==> src/rtl/top_lvl.sv <==
// Sequential radix-2 restoring divider: one quotient bit per clock.
// Quotient and remainder stay registered until the next completed division.
module top_lvl #(
    parameter int WIDTH = 8
) (
    input  logic             clk,
    input  logic             rst_n,
    input  logic [WIDTH-1:0] din_N,
    input  logic [WIDTH-1:0] din_D,
    input  logic             start,
    output logic [WIDTH-1:0] dout_Q,
    output logic [WIDTH-1:0] dout_R,
    output logic             busy,
    output logic             done
);

    localparam int CW = (WIDTH > 1) ? $clog2(WIDTH) : 1;

    typedef enum logic [1:0] {IDLE, RUN, DONE} state_t;

    state_t           state, state_next;
    logic [WIDTH-1:0] n_reg;
    logic [WIDTH-1:0] d_reg;
    logic [WIDTH-1:0] rem;
    logic [CW-1:0]    cnt;

    logic [WIDTH:0]   shifted;
    logic             qbit;
    logic [WIDTH-1:0] rem_next;
    logic [WIDTH-1:0] quo_next;
    logic             last;

    // The stored remainder is always < D, so WIDTH bits hold it; only the
    // shifted trial value needs the extra bit for the restoring compare.
    always_comb begin
        shifted  = {rem, n_reg[WIDTH-1]};
        qbit     = (shifted >= {1'b0, d_reg});
        rem_next = qbit ? (shifted[WIDTH-1:0] - d_reg) : shifted[WIDTH-1:0];
        quo_next = {n_reg[WIDTH-2:0], qbit};
        last     = (cnt == CW'(WIDTH - 1));
    end

    always_ff @(posedge clk or negedge rst_n) begin
        if (!rst_n) begin
            state <= IDLE;
        end else begin
            state <= state_next;
        end
    end

    always_comb begin
        state_next = state;
        case (state)
            IDLE: begin
                if (start) begin
                    state_next = (din_D == '0) ? DONE : RUN;
                end
            end
            RUN: begin
                if (last) begin
                    state_next = DONE;
                end
            end
            DONE:    state_next = IDLE;
            default: state_next = IDLE;
        endcase
    end

    always_comb begin
        busy = (state == RUN);
        done = (state == DONE);
    end

    always_ff @(posedge clk or negedge rst_n) begin
        if (!rst_n) begin
            n_reg  <= '0;
            d_reg  <= '0;
            rem    <= '0;
            cnt    <= '0;
            dout_Q <= '0;
            dout_R <= '0;
        end else begin
            case (state)
                IDLE: begin
                    if (start) begin
                        if (din_D != '0) begin
                            n_reg <= din_N;
                            d_reg <= din_D;
                            rem   <= '0;
                            cnt   <= '0;
                        end else begin
                            dout_Q <= '1;
                            dout_R <= din_N;
                        end
                    end
                end
                RUN: begin
                    // n_reg doubles as the quotient: dividend bits shift out, quotient bits in
                    n_reg <= quo_next;
                    rem   <= rem_next;
                    cnt   <= cnt + 1'b1;
                    if (last) begin
                        dout_Q <= quo_next;
                        dout_R <= rem_next;
                    end
                end
                default: ;
            endcase
        end
    end

endmodule

==> config.mk <==
export PLATFORM = sky130hd
export DESIGN_NAME = top_lvl
export DESIGN_NICKNAME = d
export VERILOG_FILES = /design/src/rtl/top_lvl.sv
export SDC_FILE = /design/constraint.sdc
export NUM_CORES = 1
export LEC_CHECK = 0
export ABC_AREA = 1
export CELL_PAD_IN_SITES_DETAIL_PLACEMENT = 0
export CELL_PAD_IN_SITES_GLOBAL_PLACEMENT = 1
export CORE_ASPECT_RATIO = 1.2
export CORE_UTILIZATION = 40
export CTS_CLUSTER_SIZE = 24
export DETAILED_ROUTE_END_ITERATION = 10
export GPL_TIMING_DRIVEN = 0
export PLACE_DENSITY = 0.91
export REMOVE_ABC_BUFFERS = 1
export SYNTH_ARGS = -nofsm -noshare
export SYNTH_HDL_FRONTEND = slang
export SYNTH_SLANG_ARGS = --single-unit
==> constraint.sdc <==
create_clock -name clk -period 1.9 [get_ports clk]
set_input_delay 0.475 -clock clk [delete_from_list [all_inputs] [get_ports clk]]
set_output_delay 0.475 -clock clk [all_outputs]
set_load 0.005 [all_outputs]
# Word-level counts from Yosys, hierarchy flattened
# Cells that the tools add are included.
[word_totals]
register_bits = 45
inputBits = 19
output_inout_bits = 18
wordCells = 47
[op_classes]
n_addsub = 2
n_lt_le_gt_ge = 1
n_eq_ne = 7
mux = 22
reduce_logical = 8
[op_table]
columns = ["op", "count"]
rows = [
  ["8-bit two-way mux", 11],
  ["8-bit one-hot mux with 2 select lines", 4],
  ["9-bit by 8-bit greater-or-equal comparator with 1-bit output", 1],
  ["8-bit zero test", 1],
  ["8-bit nonzero test", 1],
  ["8-bit subtractor", 1],
  ["2-bit two-way mux", 3],
  ["3-bit two-way mux", 2],
  ["2-bit inequality test (second input constant)", 3],
  ["3-bit one-hot mux with 2 select lines", 1],
  ["3-bit AND reduction", 2],
  ["2-bit one-hot mux with 2 select lines", 1],
  ["4-bit AND reduction", 1],
  ["3-bit by 1-bit adder with 3-bit output (second input constant)", 1],
  ["3-bit equality test (second input constant)", 1],
  ["2-bit by 1-bit equality test with 1-bit output (second input constant)", 1],
  ["2-bit equality test (second input constant)", 1],
  ["2-bit zero test", 1],
  ["2-bit by 1-bit inequality test with 1-bit output (second input constant)", 1],
  ["2-bit AND reduction", 1],
  ["2-bit nonzero test", 1],
]

# Longest topological paths before layout
# Gate-level depths: netlist (run 1).
[logic_depth]
depth_word = 4
depth_mapped = 13
mapped_depth_nobuf = 13

# Worst setup path after synthesis (run 1)
# No wires, ideal clock.
[synth_timing]
kind = "reg2reg"
from = "register n_reg[7]"
to = "register dout_R[4]"
setup_ps = 63
arrival_time_ps = 1584
required_ps = 1837
slack_ps = 254
stages_incl_launch_ff = 12
path_buffers = 0
period_less_slack_ps = 1646
cell_sequence = "dfrtp_1 -> inv_1 -> ha_1 -> fa_1 -> inv_1 -> nand3_1 -> nand3_1 -> xor2_1 -> nand3_1 -> nand3_1 -> nand2_1 -> inv_1"
[synth_via]
elab_chain_cells = 4
word_cells_on_any_way = 5
cone_classes = "1 x add/sub; 1 x order compare; 3 x mux"
[synth_lines]
columns = ["element", "line", "source"]
rows = [
  ["from (decl)", "22", "logic [WIDTH-1:0] n_reg;"],
  ["from (signal assigned)", "87", "n_reg <= din_N;"],
  ["from (signal assigned)", "99", "n_reg <= quo_next;"],
  ["8-bit subtractor or 9-bit by 8-bit greater-or-equal comparator with 1-bit output (tied branches)", "38, 37", ""],
  ["8-bit two-way mux (*)", "38", "rem_next = qbit ? (shifted[WIDTH-1:0] - d_reg) : shifted[WIDTH-1:0];"],
  ["8-bit two-way mux (*)", "102", "if (last) begin"],
  ["8-bit one-hot mux with 2 select lines (*)", "83", "case (state)"],
  ["to (signal assigned)", "93", "dout_R <= din_N;"],
  ["to (signal assigned)", "104", "dout_R <= rem_next;"],
  ["to (decl)", "12", "output logic [WIDTH-1:0] dout_R,"],
]
# Mark *: on every way between the ends. The rest lies on a longest branch, timed or not. The select of a mux whose other input is x is not followed.
# A chain may end at the register's enable or synchronous reset.

# Worst setup path after layout (run 1)
# Ends and elaborated chain as after synthesis.

==> run_results.csv, run 1 <==
group,metric,value,unit
placed_design,dp.cells,450,
setup_path,crit_chain,"inv_1, ha_1, fa_2, inv_2, nand3_1, nand3_1, xor2_1, nand3_2, nand3_1, nand2_1, inv_1",
drt,drc,0,
sta,hold-worst-slack,0.498,ns
sta,tightestPinTransition,0.319,ns
grt,grt_max_degree,40,
yosys,synth.area.top_cells,"dfrtp_1, nand2_1, inv_1",
setup_path,cp_top_family,"adder cells",
drt,wl_per_cell,13.8,um
clocking,clk_latency,0.30,ns
setup_path,cp-end-kind,"register",
clocking,clk_path_buf_depth,2,
grt,antenna_found_initial,0,
drt,vias,2354,
grt,grt.overflow.total,0,
setup_path,critical_path_arrival,2.08,ns
floorplan,die_h,89.9,um
worst_hold_path,hold_path_startpoint,"d_reg[7]",
drt,wl,6510,um
setup_path,worstSetupPathType,"reg -> reg",
placed_design,place.port_buffers,36,
cells_and_area,drive_gt1_share,17.4,%
cells_and_area,area_delta_synth_final,33.6,%
placed_design,gp_congestion,0.868,
cells_and_area,stdcell_count,473,
setup_path,r2r-start,"n_reg[7]",
setup_path,cp_common_cell,"nand3_1",
sta,drv_slew,0,
setup_path,cp_slowest_stage_delay,0.37,ns
worst_hold_path,whs_path_depth,2,
yosys,yosysWarningCount,0,
grt,grt_pass1_wl,10700,um
clocking,cts-root-buf,"clkbuf_8",
setup_path,path_max_fanout,2,
setup_path,r2r_end,"dout_R[4]",
worst_hold_path,min_to,"d_reg[7]",
cells_and_area,final_nets,420,
floorplan,core,0.00613,mm^2
yosys,synth_top_area_share,43.7,%
drt,firstDrtPassIters,4,
clocking,cts_buffers,5,
drt,drtIter0Drc,123,
yosys,synth_cells,340,
setup_path,start_kind,"register",
clocking,cts_tree,"done",
grt,grt_usage,20.5,%
pwr,power.density,1860,mW/mm^2
placed_design,detailed_place_hpwl,4110,um
pwr,leakagePower,1.72,nW
clocking,cts_max_level,2,
outcome,status,"finished, final reports clean",
yosys,syn_area,0.00258,mm^2
pwr,vdd_ir_drop_max,0.786,mV
yosys,synth.distinct_cells,29,
sta,finalHoldViolCount,0,
yosys,yosys.area.top_type,"dfrtp_1",
sta,post-route-period-util,96.7,%
sta,period_minus_slack,1.84,ns
setup_path,critPathBufInv,3,
cells_and_area,finalCoreUtilization,56.2,%
sta,fin_tns_setup,0,ns
setup_path,slowest_stage,"fa_2",
worst_hold_path,hp-class,"reg -> reg",
sta,rsz0062_at_grt,"yes",
floorplan,start_util,42.1,%
yosys,yosysSeqAreaShare,43.7,%
drt,ant_nets,0,
sta,setup_viol_count_final,0,
setup_path,startpoint,"n_reg[7]",
floorplan,die_w,75.3,um
floorplan,die_area,0.00677,mm^2
job,maxCapViolations,0,
grt,first_global_vias,2349,
sta,finClkSkew,0.0134,ns
sta,fmax,544,MHz
sta,slew_headroom,78.7,%
yosys,avgSynthCellArea,7.58,um^2
yosys,synth_seq_cells,45,
floorplan,placementRows,31,
setup_path,r2r_slack,0.06,ns
drt,viasPerCell,4.98,
setup_path,worst_ep_required_time,2.14,ns
cells_and_area,diodes,0,
clocking,clkTransAtPathRegs,0.09,ns
clocking,clock_sinks,45,
floorplan,ios,37,
setup_path,reg2reg_depth,11,
-- area by class of cell --
cell class | instances | area, um^2
clock inverters | 2 | 16.3
flip-flops and latches | 45 | 1130
clock buffers | 6 | 82.6
well taps | 82 | 103
fillers | 594 | 2680
inverters | 61 | 255
repair buffers | 48 | 462
multi-input cells | 228 | 1390
repair inverters | 1 | 8.76
-- cells in the mapped netlist, drive strengths merged --
library cell	instances
or2	8
inv	61
xnor2	2
nand2	71
ha	10
mux2	1
nor2	43
a31oi	7
fa	1
clkbuf	1
dfrtp	45
nand4	11
a22o	2
a21oi	14
buf	8
nand3	38
o21ai	16
xor2	1
-- power by group --
group | switching (mW) | internal, mW
clock | 0.337 | 0.299
sequential | 0.265 | 1.42
combinational | 2.38 | 1.69
-- per-stage QoR --
stage | setup WS, ns | area (um^2) | power, mW
2_1_floorplan | 0.195 | 2520 | 3.85
3_3_place_gp | -0.885 | 2990 | 4.83
3_5_place_dp | -0.562 | 3000 | 4.90
4_1_cts | 0.00501 | 3220 | 5.85
5_1_grt | -0.0610 | 3440 | 6.98
6_report | 0.0631 | 3440 | 6.39
-- worst max path at each step --
stage,endpoint,cells past startpoint
after CTS,dout_R[4],11
after floorplan,dout_R[0],9
final,dout_R[4],11
after detailed placement,busy,4
after global placement,dout_R[7],1
after global routing,dout_R[4],11
-- logic make-up after synthesis --
| family | synth area share (%) |
|---|---|
| buffers and inverters | 11.1 |
| AOI/OAI and AO/OA | 8.20 |
| xor gates and xnor gates | 1.02 |
| muxes | 0.437 |
| adders and majority gates | 5.63 |
| and+or+nand+nor | 29.9 |
| DFF | 43.7 |
-- layout by cell type, fill, tap and decap left out, types with 3 or more instances in the layout --
master           instances
a21oi_1                 13
a31oi_1                  7
buf_4                    9
clkbuf_8                 6
clkdlybuf4s50_1         33
dfrtp_1                 44
ha_1                     5
ha_4                     4
inv_1                   57
nand2_1                 59
nand2_2                 10
nand2_4                  3
nand3_1                 30
nand3_2                  6
nand4_1                 10
nor2_1                  37
nor2_2                   3
nor2_4                   3
o21ai_0                 16
or2_1                    3
or2_2                    4
-- metal layers --
layer  part of all wire (%)  global-route usage [%]  vias up
met1                     42                    26.0     1112
li1                       -                       -     1190
met2                     53                    34.7       39
met4                    2.4                    7.56        0
met3                    2.3                    2.58       13
met5                      0                       0        -
-- timing repair --
action	in CTS	in global routing
endpoints found under the hold margin	6	0
buffers inserted	5	5
cloned	2	2
hold buffers	1	0
endpoints found under the setup margin	11	33
pin swaps	1	4
resized for setup	17	37
-- worst register-to-register path, cell delays in order (launching register included) --
cell     delay [ns]
dfrtp_1        0.35
inv_1          0.06
ha_1           0.23
fa_2           0.37
inv_2          0.07
nand3_1        0.06
nand3_1        0.09
xor2_1         0.22
nand3_2        0.11
nand3_1        0.09
nand2_1        0.07
inv_1          0.05
(Power assumes the default switching activity.)
==> run 2: changes to the inputs <==
==> constraint.sdc (replaced) <==
create_clock -name clk -period 1.9 [get_ports clk]
set_input_delay 0.57 -clock clk [delete_from_list [all_inputs] [get_ports clk]]
set_output_delay 0.57 -clock clk [all_outputs]
set_load 0.005 [all_outputs]
==> run 2 against run 1 <==
  * Critical path depth is 7 lower
  * Sequential power about the same
  * Highest routed layer unchanged
  * Clock skew down 0.00053 ns
  * Total power is 3.4% higher
  * Routed wire length is 4.2% higher
  * Via count rose by 2.0%
  * Sequential share of layout area down 0.74 points
  * Die area unchanged
  * Hold slack got worse by 0.41 ns
==> run_results.csv, run 2 (synthesis results as in run 1) <==
group,metric,value,unit
outcome,status,"finished, final reports clean",
setup_path,worstSetupPathType,"reg -> out",
floorplan,placementRows,31,
floorplan,die_h,89.9,um
cells_and_area,diodes,0,
placed_design,detailed_place_hpwl,4110,um
clocking,cts_buffers,5,
placed_design,postPlaceCellArea,0.00300,mm^2
sta,tightestPinTransition,0.315,ns
pwr,clkPwrFrac,9.6,%
drt,ant_nets,0,
cells_and_area,final_nets,421,
pwr,p_seq_share,25.7,%
sta,period_minus_slack,1.85,ns
cells_and_area,area_delta_synth_final,36.7,%
setup_path,cp_slowest_stage_delay,0.43,ns
drt,drc,0,
grt,grt.overflow.total,0,
clocking,clock_sinks,45,
floorplan,ios,37,
setup_path,r2r_slack,0.07,ns
pwr,swShare,47.0,%
drt,vias,2402,
cells_and_area,mostFrequentLayoutCell,"nand2_1",
clocking,clk_path_buf_depth,2,
setup_path,slowest_stage,"dfrtp_1",
setup_path,critical_path_arrival,1.28,ns
sta,fmax,540,MHz
sta,fin_tns_setup,0,ns
pwr,comb_power_share,64.6,%
pwr,power.density,1880,mW/mm^2
cells_and_area,drive_gt1_share,19.6,%
clocking,cts_max_level,2,
floorplan,die_area,0.00677,mm^2
sta,post-route-period-util,97.5,%
grt,grt_usage,20.6,%
clocking,cts-root-buf,"clkbuf_8",
placed_design,dp.cells,450,
pwr,p_int,3.50,mW
clocking,clkTransAtPathRegs,0.09,ns
drt,viasPerCell,5.07,
grt,first_global_vias,2385,
sta,worst_slack,0.0483,ns
placed_design,place_ws,-0.657,ns
sta,finalHoldViolCount,0,
worst_hold_path,hp-class,"in -> async",
grt,grt_max_degree,40,
setup_path,crit_chain,"inv_4, buf_4, nor2_1, dlygate4sd2_1",
floorplan,die_w,75.3,um
sta,slew_headroom,79.0,%
placed_design,gp_congestion,0.868,
sta,setup_viol_count_final,0,
setup_path,r2r-start,"state[0]",
job,maxCapViolations,0,
drt,firstDrtPassIters,4,
placed_design,place.port_buffers,36,
pwr,vdd_ir_drop_max,0.921,mV
setup_path,worst_ep_required_time,1.33,ns
clocking,clk_latency,0.30,ns
floorplan,core,0.00613,mm^2
setup_path,cp-end-kind,"primary output",
setup_path,start_kind,"register",
grt,grt_pass1_wl,10700,um
setup_path,startpoint,"state[1]",
drt,wl,6780,um
pwr,leakagePower,1.74,nW
cells_and_area,fin_area,0.00352,mm^2
drt,drtIter0Drc,121,
floorplan,start_util,42.1,%
drt,wl_per_cell,14.3,um
pwr,p_sw,3.11,mW
clocking,cts_tree,"done",
pwr,power,6.61,mW
sta,drv_slew,0,
setup_path,path_max_fanout,2,
sta,finClkSkew,0.0129,ns
grt,antenna_found_initial,0,
cells_and_area,layout_common_cells,"nand2_1, inv_1, dfrtp_1, nor2_1",
cells_and_area,stdcell_count,474,
==> run 2: cell type report <==
class	instances	area [um^2]
timing repair inverter	2	17.5
timing repair buffer	48	464
inverter	61	260
tap	82	103
clock inverter	2	16.3
fill	562	2600
clock buffer	6	82.6
multi-input combinational	228	1450
sequential	45	1130
==> run 2: stage by stage <==
stage	hold slack (ns)	util (%)
floorplan	0.274	-
global placement	0.472	48.7
detailed placement	0.420	49.0
CTS	0.0826	52.6
global route	0.0845	57.5
finish	0.0852	57.5
==> run 2: critical path, delay by kind of cell (launching register included) <==
kind	cells	cell delay, ns
simple gates	1	0.08
flops	1	0.43
buf+inv	3	0.47
==> run 2: power by group through the flow <==
stage | clock (mW) | combinational [mW] | sequential (mW)
finish | 0.637 | 4.27 | 1.70
global route | 0.684 | 4.75 | 1.75
CTS | 0.652 | 3.54 | 1.68
detailed placement | 0 | 3.22 | 1.68
global placement | 0 | 3.16 | 1.67
floorplan | 0 | 2.21 | 1.64
==> run 2: layer usage <==
metal	GRT usage [%]	vias up	wire, um
met3	2.58	17	172
met4	8.18	0	197
met2	35.3	47	3700
li1	-	1189	-
met5	0	-	0
met1	25.7	1149	2710
==> run 2: path summary, 6_finish.rpt <==
path | cells after the start | endpoint
worst max-delay path | 4 | done
worst min-delay path | 1 | cnt[1]
worst max register to register | 10 | dout_R[1]
worst min register to register | 2 | d_reg[7]
max in group asynchronous | 2 | rem[6]
min in group clk | 2 | d_reg[7]
==> run 2: what timing repair did <==
action	in CTS	in global routing
gates resized for setup	19	50
hold buffers	0	0
endpoints found under the setup margin	16	26
pin swaps	1	10
gates cloned	2	3
buffers inserted	5	6
==> run 3: changes to the inputs <==
--- a/config.mk
+++ b/config.mk
@@ -9,12 +9,12 @@
 export CELL_PAD_IN_SITES_DETAIL_PLACEMENT = 0
 export CELL_PAD_IN_SITES_GLOBAL_PLACEMENT = 1
 export CORE_ASPECT_RATIO = 1.2
+export CORE_MARGIN = 2
 export CORE_UTILIZATION = 40
 export CTS_CLUSTER_SIZE = 24
 export DETAILED_ROUTE_END_ITERATION = 10
 export GPL_TIMING_DRIVEN = 0
 export PLACE_DENSITY = 0.91
-export REMOVE_ABC_BUFFERS = 1
 export SYNTH_ARGS = -nofsm -noshare
 export SYNTH_HDL_FRONTEND = slang
 export SYNTH_SLANG_ARGS = --single-unit
==> run 3 against run 2 <==
  * Clock-buffer cell count unchanged
  * Total power down 2.6%
  * Routed wire length down 1.5%
  * Largest cell class unchanged
==> run_results.csv, run 3 (synthesis results as in run 1) <==
group,metric,value,unit
pwr,leakagePower,1.77,nW
outcome,status,"finished, final reports clean",
setup_path,critPathBufInv,5,
placed_design,gp_congestion,0.851,
drt,ant_nets,0,
pwr,power,6.44,mW
clocking,clk_latency,0.30,ns
job,maxCapViolations,0,
sta,post-route-period-util,95.7,%
grt,grt_pass1_wl,10600,um
drt,wl,6670,um
drt,vias,2409,
clocking,cts_buffers,5,
drt,viasPerCell,5.03,
clocking,cts_max_level,2,
setup_path,critical_path_arrival,2.02,ns
sta,drv_slew,0,
grt,grt.overflow.total,0,
pwr,p_int,3.51,mW
clocking,cts_tree,"done",
pwr,power.density,1840,mW/mm^2
floorplan,ios,37,
cells_and_area,diodes,0,
sta,fmax,550,MHz
drt,drtIter0Drc,142,
sta,slew_headroom,61.8,%
pwr,swShare,45.6,%
pwr,clkPwrFrac,8.9,%
setup_path,r2r_slack,0.09,ns
drt,wl_per_cell,13.9,um
placed_design,detailed_place_hpwl,4760,um
floorplan,placementRows,32,
drt,firstDrtPassIters,5,
pwr,p_sw,2.94,mW
floorplan,core,0.00633,mm^2
sta,tightestPinTransition,0.573,ns
grt,grt_max_degree,24,
clocking,clock_sinks,45,
setup_path,start_kind,"input pin",
cells_and_area,mostFrequentLayoutCell,"nand2_1",
setup_path,path_max_fanout,7,
setup_path,crit_chain,"clkdlybuf4s50_1, inv_2, nand3_2, nor2_2, nand2_2, nand2_4, nand2_8, clkinv_8, clkbuf_16, or2_1, nand2_1, inv_1",
floorplan,die_w,77.3,um
setup_path,cp-end-kind,"register",
floorplan,die_area,0.00710,mm^2
placed_design,place.port_buffers,36,
cells_and_area,finalCoreUtilization,55.4,%
clocking,cts-root-buf,"clkbuf_8",
grt,antenna_found_initial,0,
setup_path,cp_top_family,"buffers and inverters",
placed_design,postPlaceCellArea,0.00307,mm^2
pwr,p_seq_share,26.0,%
clocking,clkTransAtPathRegs,0.08,ns
sta,finalHoldViolCount,0,
pwr,comb_power_share,65.1,%
cells_and_area,area_delta_synth_final,36.0,%
pwr,vdd_ir_drop_max,0.858,mV
setup_path,worst_ep_required_time,2.10,ns
grt,first_global_vias,2380,
drt,drc,0,
sta,period_minus_slack,1.82,ns
yosys,synth_nets,370,
setup_path,worstSetupPathType,"in -> reg",
cells_and_area,fin_area,0.00350,mm^2
cells_and_area,layout_common_cells,"nand2_1, inv_1, dfrtp_1, nor2_1, clkdlybuf4s50_1",
floorplan,die_h,91.9,um
sta,finClkSkew,0.00678,ns
worst_hold_path,hp-class,"in -> async",
cells_and_area,final_nets,423,
sta,setup_viol_count_final,0,
floorplan,start_util,40.7,%
clocking,clk_path_buf_depth,2,
setup_path,cp_slowest_stage_delay,0.48,ns
grt,grt_usage,18.5,%
cells_and_area,drive_gt1_share,19.8,%
sta,rsz0062_at_grt,"yes",
setup_path,slowest_stage,"clkdlybuf4s50_1",
-- run 3: changes by cell type in the layout (fill, tap and decap cells not counted), moves of 3 or more --
cell | before | now
nand3_1 | 31 | 28
nand2_4 | 4 | 1
buf_8 | 0 | 3
nand2_1 | 59 | 62
dlymetal6s2s_1 | 2 | 5
buf_4 | 10 | 6
nand3_2 | 5 | 9
inv_6 | 3 | 0
nor2_4 | 4 | 1
inv_2 | 3 | 6
-- run 3: path summary, 6_finish.rpt --
| path | cells past startpoint | end | start |
|---|---|---|---|
| min in group clk | 2 | d_reg[6] | d_reg[6] |
| max in group asynchronous | 2 | rem[6] | rst_n |
| worst min-delay path | 1 | cnt[2] | rst_n |
| worst max-delay path | 12 | dout_R[5] | din_D[6] |
| worst max register to register | 12 | dout_R[3] | d_reg[3] |
| worst min register to register | 2 | d_reg[6] | d_reg[6] |
-- run 3: final cells by class --
| type | count | area [um^2] |
|---|---|---|
| tap | 85 | 106 |
| inverter | 61 | 254 |
| timing repair buffer | 44 | 460 |
| fill | 646 | 2820 |
| multi-input combinational | 227 | 1390 |
| sequential | 45 | 1130 |
| buffer | 9 | 85.1 |
| clock inverter | 2 | 10.0 |
| clock buffer | 6 | 72.6 |
-- run 3: worst reg2reg max path, cell delays in order, from the launching register on --
cell and delay, ns:
dfrtp_1 0.39, inv_1 0.11, ha_4 0.23, nand2_2 0.09, inv_1 0.05, nand2_1 0.10, nand2_1 0.08, nand2_2 0.13
nand4_4 0.17, nand3_1 0.14, nand3_1 0.11, nand2_1 0.09, inv_1 0.04
-- run 3: metal layers --
metal | GRT usage, % | routed length [um] | vias up
li1 | - | - | 1193
met1 | 21.9 | 2670 | 1156
met2 | 34.6 | 3710 | 50
met3 | 2.36 | 198 | 10
met4 | 5.21 | 99 | 0
met5 | 0 | 0 | -
-- run 3: power by group through the flow --
stage	Clock [mW]	Combinational [mW]	Sequential (mW)
after global routing	0.613	4.72	1.73
after global placement	0	3.31	1.66
final	0.574	4.19	1.68
after CTS	0.581	3.63	1.67
after detailed placement	0	3.39	1.68
after floorplan	0	2.32	1.64
-- run 3: timing repair --
action / 4_1_cts / 5_1_grt
gates resized for setup: 21 / 50
hold buffers: 0 / 0
setup endpoints to repair: 10 / 34
cloned: 0 / 3
buffers inserted: 3 / 3
pin swaps: 0 / 15
-- run 3: through the flow --
| step | TNS (ns) | setup WS [ns] | cells | hold slack [ns] |
|---|---|---|---|---|
| after floorplan | 0 | 0.254 | 340 | 0.274 |
| after global placement | -54.79 | -0.988 | 461 | 0.474 |
| after detailed placement | -10.41 | -0.350 | 462 | 0.480 |
| after CTS | -0.00150 | -0.00150 | 473 | 0.282 |
| after global routing | -0.0842 | -0.0376 | 479 | 0.313 |
| final | 0 | 0.0816 | 479 | 0.266 |
